--- src/rtl/pop_pkg.sv ---
// Shared types and width helpers for the popcount accumulator and its Pop core.
package pop_pkg;

    typedef enum logic [1:0] {
        IDLE  = 2'd0,
        ACCUM = 2'd1,
        DRAIN = 2'd2,
        OUT   = 2'd3
    } state_t;

    // Majority mode counts one bit per 3-bit group.
    function automatic int unsigned res_w(input int unsigned maj, input int unsigned pop_size);
        return (maj != 0) ? $clog2(pop_size / 3) : $clog2(pop_size);
    endfunction

    function automatic int unsigned cnt_w(input int unsigned max_chunks);
        return $clog2(max_chunks + 1);
    endfunction

    function automatic int unsigned acc_w(input int unsigned maj, input int unsigned pop_size,
                                          input int unsigned max_chunks);
        return res_w(maj, pop_size) + cnt_w(max_chunks);
    endfunction

endpackage

--- src/rtl/pop_accum_ctrl_pop.sv ---
// Combinational popcount of one chunk, optionally of 3-bit majority votes.
module Pop
    import pop_pkg::*;
#(
    parameter int unsigned Majority_enable = 0,
    parameter int unsigned POP_SIZE        = 576,
    localparam int unsigned RES_W          = res_w(Majority_enable, POP_SIZE)
) (
    input  logic [POP_SIZE-1:0] data,
    output logic [RES_W-1:0]    count
);

    generate
        if (Majority_enable != 0) begin : g_maj
            always_comb begin
                logic [POP_SIZE-1:0] rest;
                count = '0;
                rest  = data;
                for (int unsigned i = 0; i < POP_SIZE / 3; i++) begin
                    count = count + RES_W'((rest[0] & rest[1]) | (rest[0] & rest[2]) | (rest[1] & rest[2]));
                    rest  = rest >> 3;
                end
            end
        end else begin : g_plain
            always_comb begin
                logic [POP_SIZE-1:0] rest;
                count = '0;
                rest  = data;
                for (int unsigned i = 0; i < POP_SIZE; i++) begin
                    count = count + RES_W'(rest[0]);
                    rest  = rest >> 1;
                end
            end
        end
    endgenerate

endmodule

--- src/rtl/pop_accum_ctrl.sv ---
// Streams a long binary vector through one Pop core in chunks and accumulates the
// per-chunk counts into a thresholded vector sum.
module pop_accum_ctrl
    import pop_pkg::*;
#(
    parameter int unsigned Majority_enable = 0,
    parameter int unsigned POP_SIZE        = 576,
    parameter int unsigned MAX_CHUNKS      = 16,
    localparam int unsigned RES_W          = res_w(Majority_enable, POP_SIZE),
    localparam int unsigned CNT_W          = cnt_w(MAX_CHUNKS),
    localparam int unsigned ACC_W          = acc_w(Majority_enable, POP_SIZE, MAX_CHUNKS)
) (
    input  logic                clk,
    input  logic                reset,
    input  logic                cfg_we,
    input  logic [CNT_W-1:0]    cfg_num_chunks,
    input  logic [ACC_W-1:0]    cfg_threshold,
    input  logic                in_valid,
    output logic                in_ready,
    input  logic [POP_SIZE-1:0] in_data,
    output logic                out_valid,
    input  logic                out_ready,
    output logic [ACC_W-1:0]    out_sum,
    output logic                out_bit,
    output logic                busy
);

    state_t               state, state_d;
    logic [CNT_W-1:0]     num_chunks, cnt, cfg_num, num_eff;
    logic [ACC_W-1:0]     threshold, acc, acc_next;
    logic                 cfg_take, hs, last_hs;
    logic [POP_SIZE-1:0]  chunk_q;
    logic                 v1, first1, last1;
    logic [RES_W-1:0]     pop_c, pop_q;
    logic                 v2, first2, last2;

    Pop #(
        .Majority_enable(Majority_enable),
        .POP_SIZE       (POP_SIZE)
    ) Pop_inst (
        .data (chunk_q),
        .count(pop_c)
    );

    // Clamp the requested chunk count into 1..MAX_CHUNKS.
    always_comb begin
        if (cfg_num_chunks == '0) begin
            cfg_num = CNT_W'(1);
        end else if (cfg_num_chunks > CNT_W'(MAX_CHUNKS)) begin
            cfg_num = CNT_W'(MAX_CHUNKS);
        end else begin
            cfg_num = cfg_num_chunks;
        end
    end

    // A config write alongside the first handshake governs that same vector.
    assign cfg_take = cfg_we && (state == IDLE);
    assign num_eff  = cfg_take ? cfg_num : num_chunks;
    assign hs       = in_valid && in_ready;
    assign last_hs  = hs && (cnt == num_eff - CNT_W'(1));
    assign acc_next = first2 ? ACC_W'(pop_q) : acc + ACC_W'(pop_q);

    always_comb begin
        state_d = state;
        unique case (state)
            IDLE:    if (hs) state_d = last_hs ? DRAIN : ACCUM;
            ACCUM:   if (last_hs) state_d = DRAIN;
            DRAIN:   if (v2 && last2) state_d = OUT;
            OUT:     if (out_ready) state_d = IDLE;
            default: state_d = IDLE;
        endcase
    end

    always_ff @(posedge clk or negedge reset) begin
        if (!reset) begin
            state     <= IDLE;
            in_ready  <= 1'b1;
            busy      <= 1'b0;
            out_valid <= 1'b0;
        end else begin
            state     <= state_d;
            in_ready  <= (state_d == IDLE) || (state_d == ACCUM);
            busy      <= (state_d != IDLE);
            out_valid <= (state_d == OUT);
        end
    end

    always_ff @(posedge clk or negedge reset) begin
        if (!reset) begin
            num_chunks <= CNT_W'(MAX_CHUNKS);
            threshold  <= '0;
            cnt        <= '0;
        end else begin
            if (cfg_take) begin
                num_chunks <= cfg_num;
                threshold  <= cfg_threshold;
            end
            if (hs) cnt <= last_hs ? '0 : cnt + CNT_W'(1);
        end
    end

    // Two-stage pipe: operand register, Pop result register, then the accumulator.
    always_ff @(posedge clk or negedge reset) begin
        if (!reset) begin
            chunk_q <= '0;
            v1      <= 1'b0;
            first1  <= 1'b0;
            last1   <= 1'b0;
            pop_q   <= '0;
            v2      <= 1'b0;
            first2  <= 1'b0;
            last2   <= 1'b0;
            acc     <= '0;
            out_sum <= '0;
            out_bit <= 1'b0;
        end else begin
            v1 <= hs;
            if (hs) begin
                chunk_q <= in_data;
                first1  <= (state == IDLE);
                last1   <= last_hs;
            end
            v2 <= v1;
            if (v1) begin
                pop_q  <= pop_c;
                first2 <= first1;
                last2  <= last1;
            end
            if (v2) acc <= acc_next;
            if (v2 && last2) begin
                out_sum <= acc_next;
                out_bit <= (acc_next >= threshold);
            end
        end
    end

endmodule
--- config.mk ---
export PLATFORM = sky130hd
export DESIGN_NAME = pop_accum_ctrl
export DESIGN_NICKNAME = d
export VERILOG_FILES = /design/src/rtl/pop_pkg.sv /design/src/rtl/pop_accum_ctrl_pop.sv /design/src/rtl/pop_accum_ctrl.sv
export SDC_FILE = /design/constraint.sdc
export NUM_CORES = 2
export LEC_CHECK = 0
export ABC_AREA = 1
export CAP_MARGIN = 25
export CORE_MARGIN = 2
export CORE_UTILIZATION = 30
export CTS_CLUSTER_SIZE = 8
export DETAILED_ROUTE_END_ITERATION = 7
export SETUP_SLACK_MARGIN = 0.4
export SLEW_MARGIN = 0
export SYNTH_ARGS = -nofsm -noshare
export SYNTH_HDL_FRONTEND = slang
export SYNTH_SLANG_ARGS = --single-unit
--- constraint.sdc ---
create_clock -name clk -period 8.9 [get_ports clk]
set_input_delay 1.78 -clock clk [delete_from_list [all_inputs] [get_ports clk]]
set_output_delay 1.78 -clock clk [all_outputs]
set_load 0.05 [all_outputs]
==> metrics.log <==
[metrics] portion of the post-synthesis area used by sequential elements: 40.54%
[metrics] max-slew violations: 50
[metrics] Adder-Cell Fraction of Synth Area: 30.85%
[metrics] failing checks: slew limit
[metrics] Clock transition at path regs: 60 ps
[metrics] top flip-flop cell by instance count after synthesis: dfrtp_1
[metrics] net count of the mapped netlist: 5,445
[metrics] Final Routed Wirelength: 127.8 mm
[metrics] worst path required time: 9480 ps
[metrics] Vias: 28,570
[metrics] I/O pin count: 620
[metrics] Num CTS Buffers: 95
[metrics] distinct cell type count of the synthesized netlist: 35
[metrics] number of remaining DRC errors: 0
[metrics] root buffer cell: clkbuf_16
[metrics] vias per cell: 4.311
[metrics] maximum number of pins on one net before global-route repair: 239
[metrics] Clock Sink Count: 653
[metrics] deepest level of the CTS H-tree: 3
[metrics] Final nets: 6,057
[metrics] peak clock frequency supported by timing: 0.1139 GHz
[metrics] xor-xnor portion of the synthesized cell area: 0.1086%
[metrics] top fanout value on the critical path: 2
[metrics] flop and latch count out of synthesis: 653
[metrics] die boundary width: 370.6 um
[metrics] dominant cells by area after synthesis: dfrtp_1 40%, fa_1 28%, nand2_1 12%, inv_1 8.5%, o21ai_0 4.3%
[metrics] antenna violations before repair: 72
[metrics] via count of the first global-routing pass: roughly 31,000
[metrics] mean instance size in the synthesized netlist: 9.631 um^2
[metrics] final clock period utilization by the worst path: 98.66%
[metrics] Synth Area in Compound Gates: around 5.1%
[metrics] final hold viol count: 0
[metrics] Core Footprint: approximately 130,000 um^2
[metrics] number of flops mapped to enable cells by yosys: 0
[metrics] measured slew at the worst slew-check pin: approximately 1600 ps
[metrics] main combinational cell family by area after synthesis: adder cells
[metrics] final weighted congestion in routability-driven placement: 0.8768
[metrics] average detailed-routed wire length per instance: 19.29 um
[metrics] number of max-cap violations: 0
[metrics] result of the run: finished, violations left
[metrics] standard-cell row count: about 130
[metrics] cell type of the slowest stage on the worst timing path: fa_2
[metrics] total routing resource utilization after global routing: 18.88%
[metrics] cell count after placement: ~6,500
[metrics] total congestion overflow after global routing: 0
[metrics] CTS tree: yes
[metrics] CP dominant cell by count: fa_1
[metrics] number of cells produced by synthesis: 4,186
[metrics] clock latency reported for the late side of the worst-skew pair: 710 ps
[metrics] count of non-filler cells in the finished layout: 6,626
[metrics] reg2reg start: chunk_q[432]
[metrics] classification of the worst-slack hold path: register to register
[metrics] violation count after the first detailed-route iteration: between 1,500 and 2,000
[metrics] residual antenna-violating net count after detailed routing: 0
[metrics] leading area contributor after synthesis: dfrtp_1
[metrics] final clock skew: approximately 30 ps
[metrics] global-route wire length before repair: 190.4 mm
[metrics] proportion of synthesized area in mux cells: 0%
[metrics] ratio of cells with drive above 1 in the final layout: under 10%
[metrics] fin crit period: 8781 ps
[metrics] RSZ-0062 raised after global routing: true
[metrics] placed wire-length estimate: a little over 100 mm
[metrics] Area growth syn-to-layout: 27.90%
[metrics] number of I/O port buffers: slightly above 600
[metrics] cell with the most instances after synthesis: nand2_1
[metrics] fraction of registers with async set or reset after synthesis: 100.0%
[metrics] maximum number of buffers from clock root to sink: 3
[metrics] Die Height: approximately 370 um
[metrics] Synth top cells by count: 1,310 x nand2_1, 908 x inv_1, 651 x dfrtp_1
[metrics] Critical Path End Type: register
[metrics] Starting Density: 30.21%
[metrics] Data arrival, critical path: 9360 ps
[metrics] Critical Path Start Type: register
[metrics] HP Start: last1
[metrics] type of the worst setup path: register to register
[metrics] top cell type's share of synthesized area: 40.41%
[metrics] worst slew margin relative to its limit: -4.332%
[metrics] CP startpoint: chunk_q[432]
[metrics] post-synth design cell area: 40,310 um^2
[metrics] number of iterations in the first detailed-routing pass: 7
[metrics] number of warnings issued by yosys: 0
[metrics] Die Outline Area: 137,300 um^2
[metrics] biggest cell delay along the critical path: 610 ps
[metrics] setup-violating endpoint count in the final report: 0
[metrics] Post-Synth Simple-Gate Area: approximately 14%
-- worst max-delay path, delay by kind of cell (launching register included) --
family          cells  cell delay, ps
xor+xnor            1             160
compound gates      2             170
buf+inv            11             640
fa+ha+maj          15            7140
simple gates        3             170
flops               1             400
-- routing by layer --
metal,part of all wire [%],global-route usage (%)
met2,48,30.19
met1,42,24.49
met4,2.5,6.711
met5,0.32,0
met3,7.2,5.294
-- per-stage QoR --
| stage | hold WS [ps] | setup WS, ps | utilization, % | cell area, um^2 | setup TNS (ps) |
|---|---|---|---|---|---|
| floorplan | 441.7 | 400.5 | - | 40310 | 0 |
| global placement | 461.3 | -216.2 | 36.38 | 48550 | -629.4 |
| CTS | 478.7 | 52.96 | 38.52 | 51410 | 0 |
| global route | 499.4 | -156.7 | 38.62 | 51540 | -419.4 |
| finish | 476.1 | 119.0 | 38.64 | 51560 | 0 |
| detailed placement | 467.0 | -212.2 | 36.38 | 48550 | -574.8 |
-- logic make-up after synthesis --
group | Yosys count
compound gates | 398
flops | 653
fa+ha+maj | 658
simple gates | 1420
buf+inv | 1052
xor+xnor | 5
-- cells in the final DEF (no fill, tap or decap), types with 4 or more instances in the layout --
cell type	n
nand4_1	8
clkdlybuf4s50_1	618
nand2_2	13
nand3_2	4
diode_2	28
clkbuf_1	16
inv_2	34
inv_1	875
fa_2	45
dfrtp_1	651
fa_1	515
clkbuf_8	7
nand2_1	1305
a21oi_1	22
buf_4	26
o21ai_1	7
ha_1	96
clkbuf_16	96
a31oi_1	6
nand3_1	41
nor2_1	31
o21bai_1	4
buf_12	8
or2_2	6
o21ai_0	343
xor2_1	4
-- layout make-up --
cell class	instances	area (um^2)
timing repair buffer	655	6579
tap	1768	2212
fill	13340	81900
clock inverter	10	156.4
antenna	28	70.07
inverter	912	3431
multi-input combinational	2481	20210
sequential	653	16340
clock buffer	119	2559
-- flip-flops by register name, summed over array words and instances, names as in the netlist, 2 cells and up --
name	count
chunk_q	576
acc	15
pop_q	10
out_sum	15
cnt	5
state	2
threshold	15
num_chunks	5
-- what timing repair did --
| action | CTS | global route |
|---|---|---|
| buffers inserted | 3 | 1 |
| setup endpoints to repair | 9 | 9 |
| hold buffers | 0 | 0 |
| gates resized for setup | 51 | 49 |
| pin swaps | 27 | 29 |
-- path summary, 6_finish.rpt --
kind,endpoint,slack [ps],depth (start not counted)
worst max-delay path,pop_q[8],120,32
worst min-delay path,last2,480,2
worst max register to register,pop_q[8],120,32
worst min register to register,last2,480,2
max in group asynchronous,chunk_q[204],6120,3
min in group asynchronous,chunk_q[531],1040,1
Power is not shown: default switching activity piles up to over one toggle a cycle in this logic, so the estimate is an artifact.
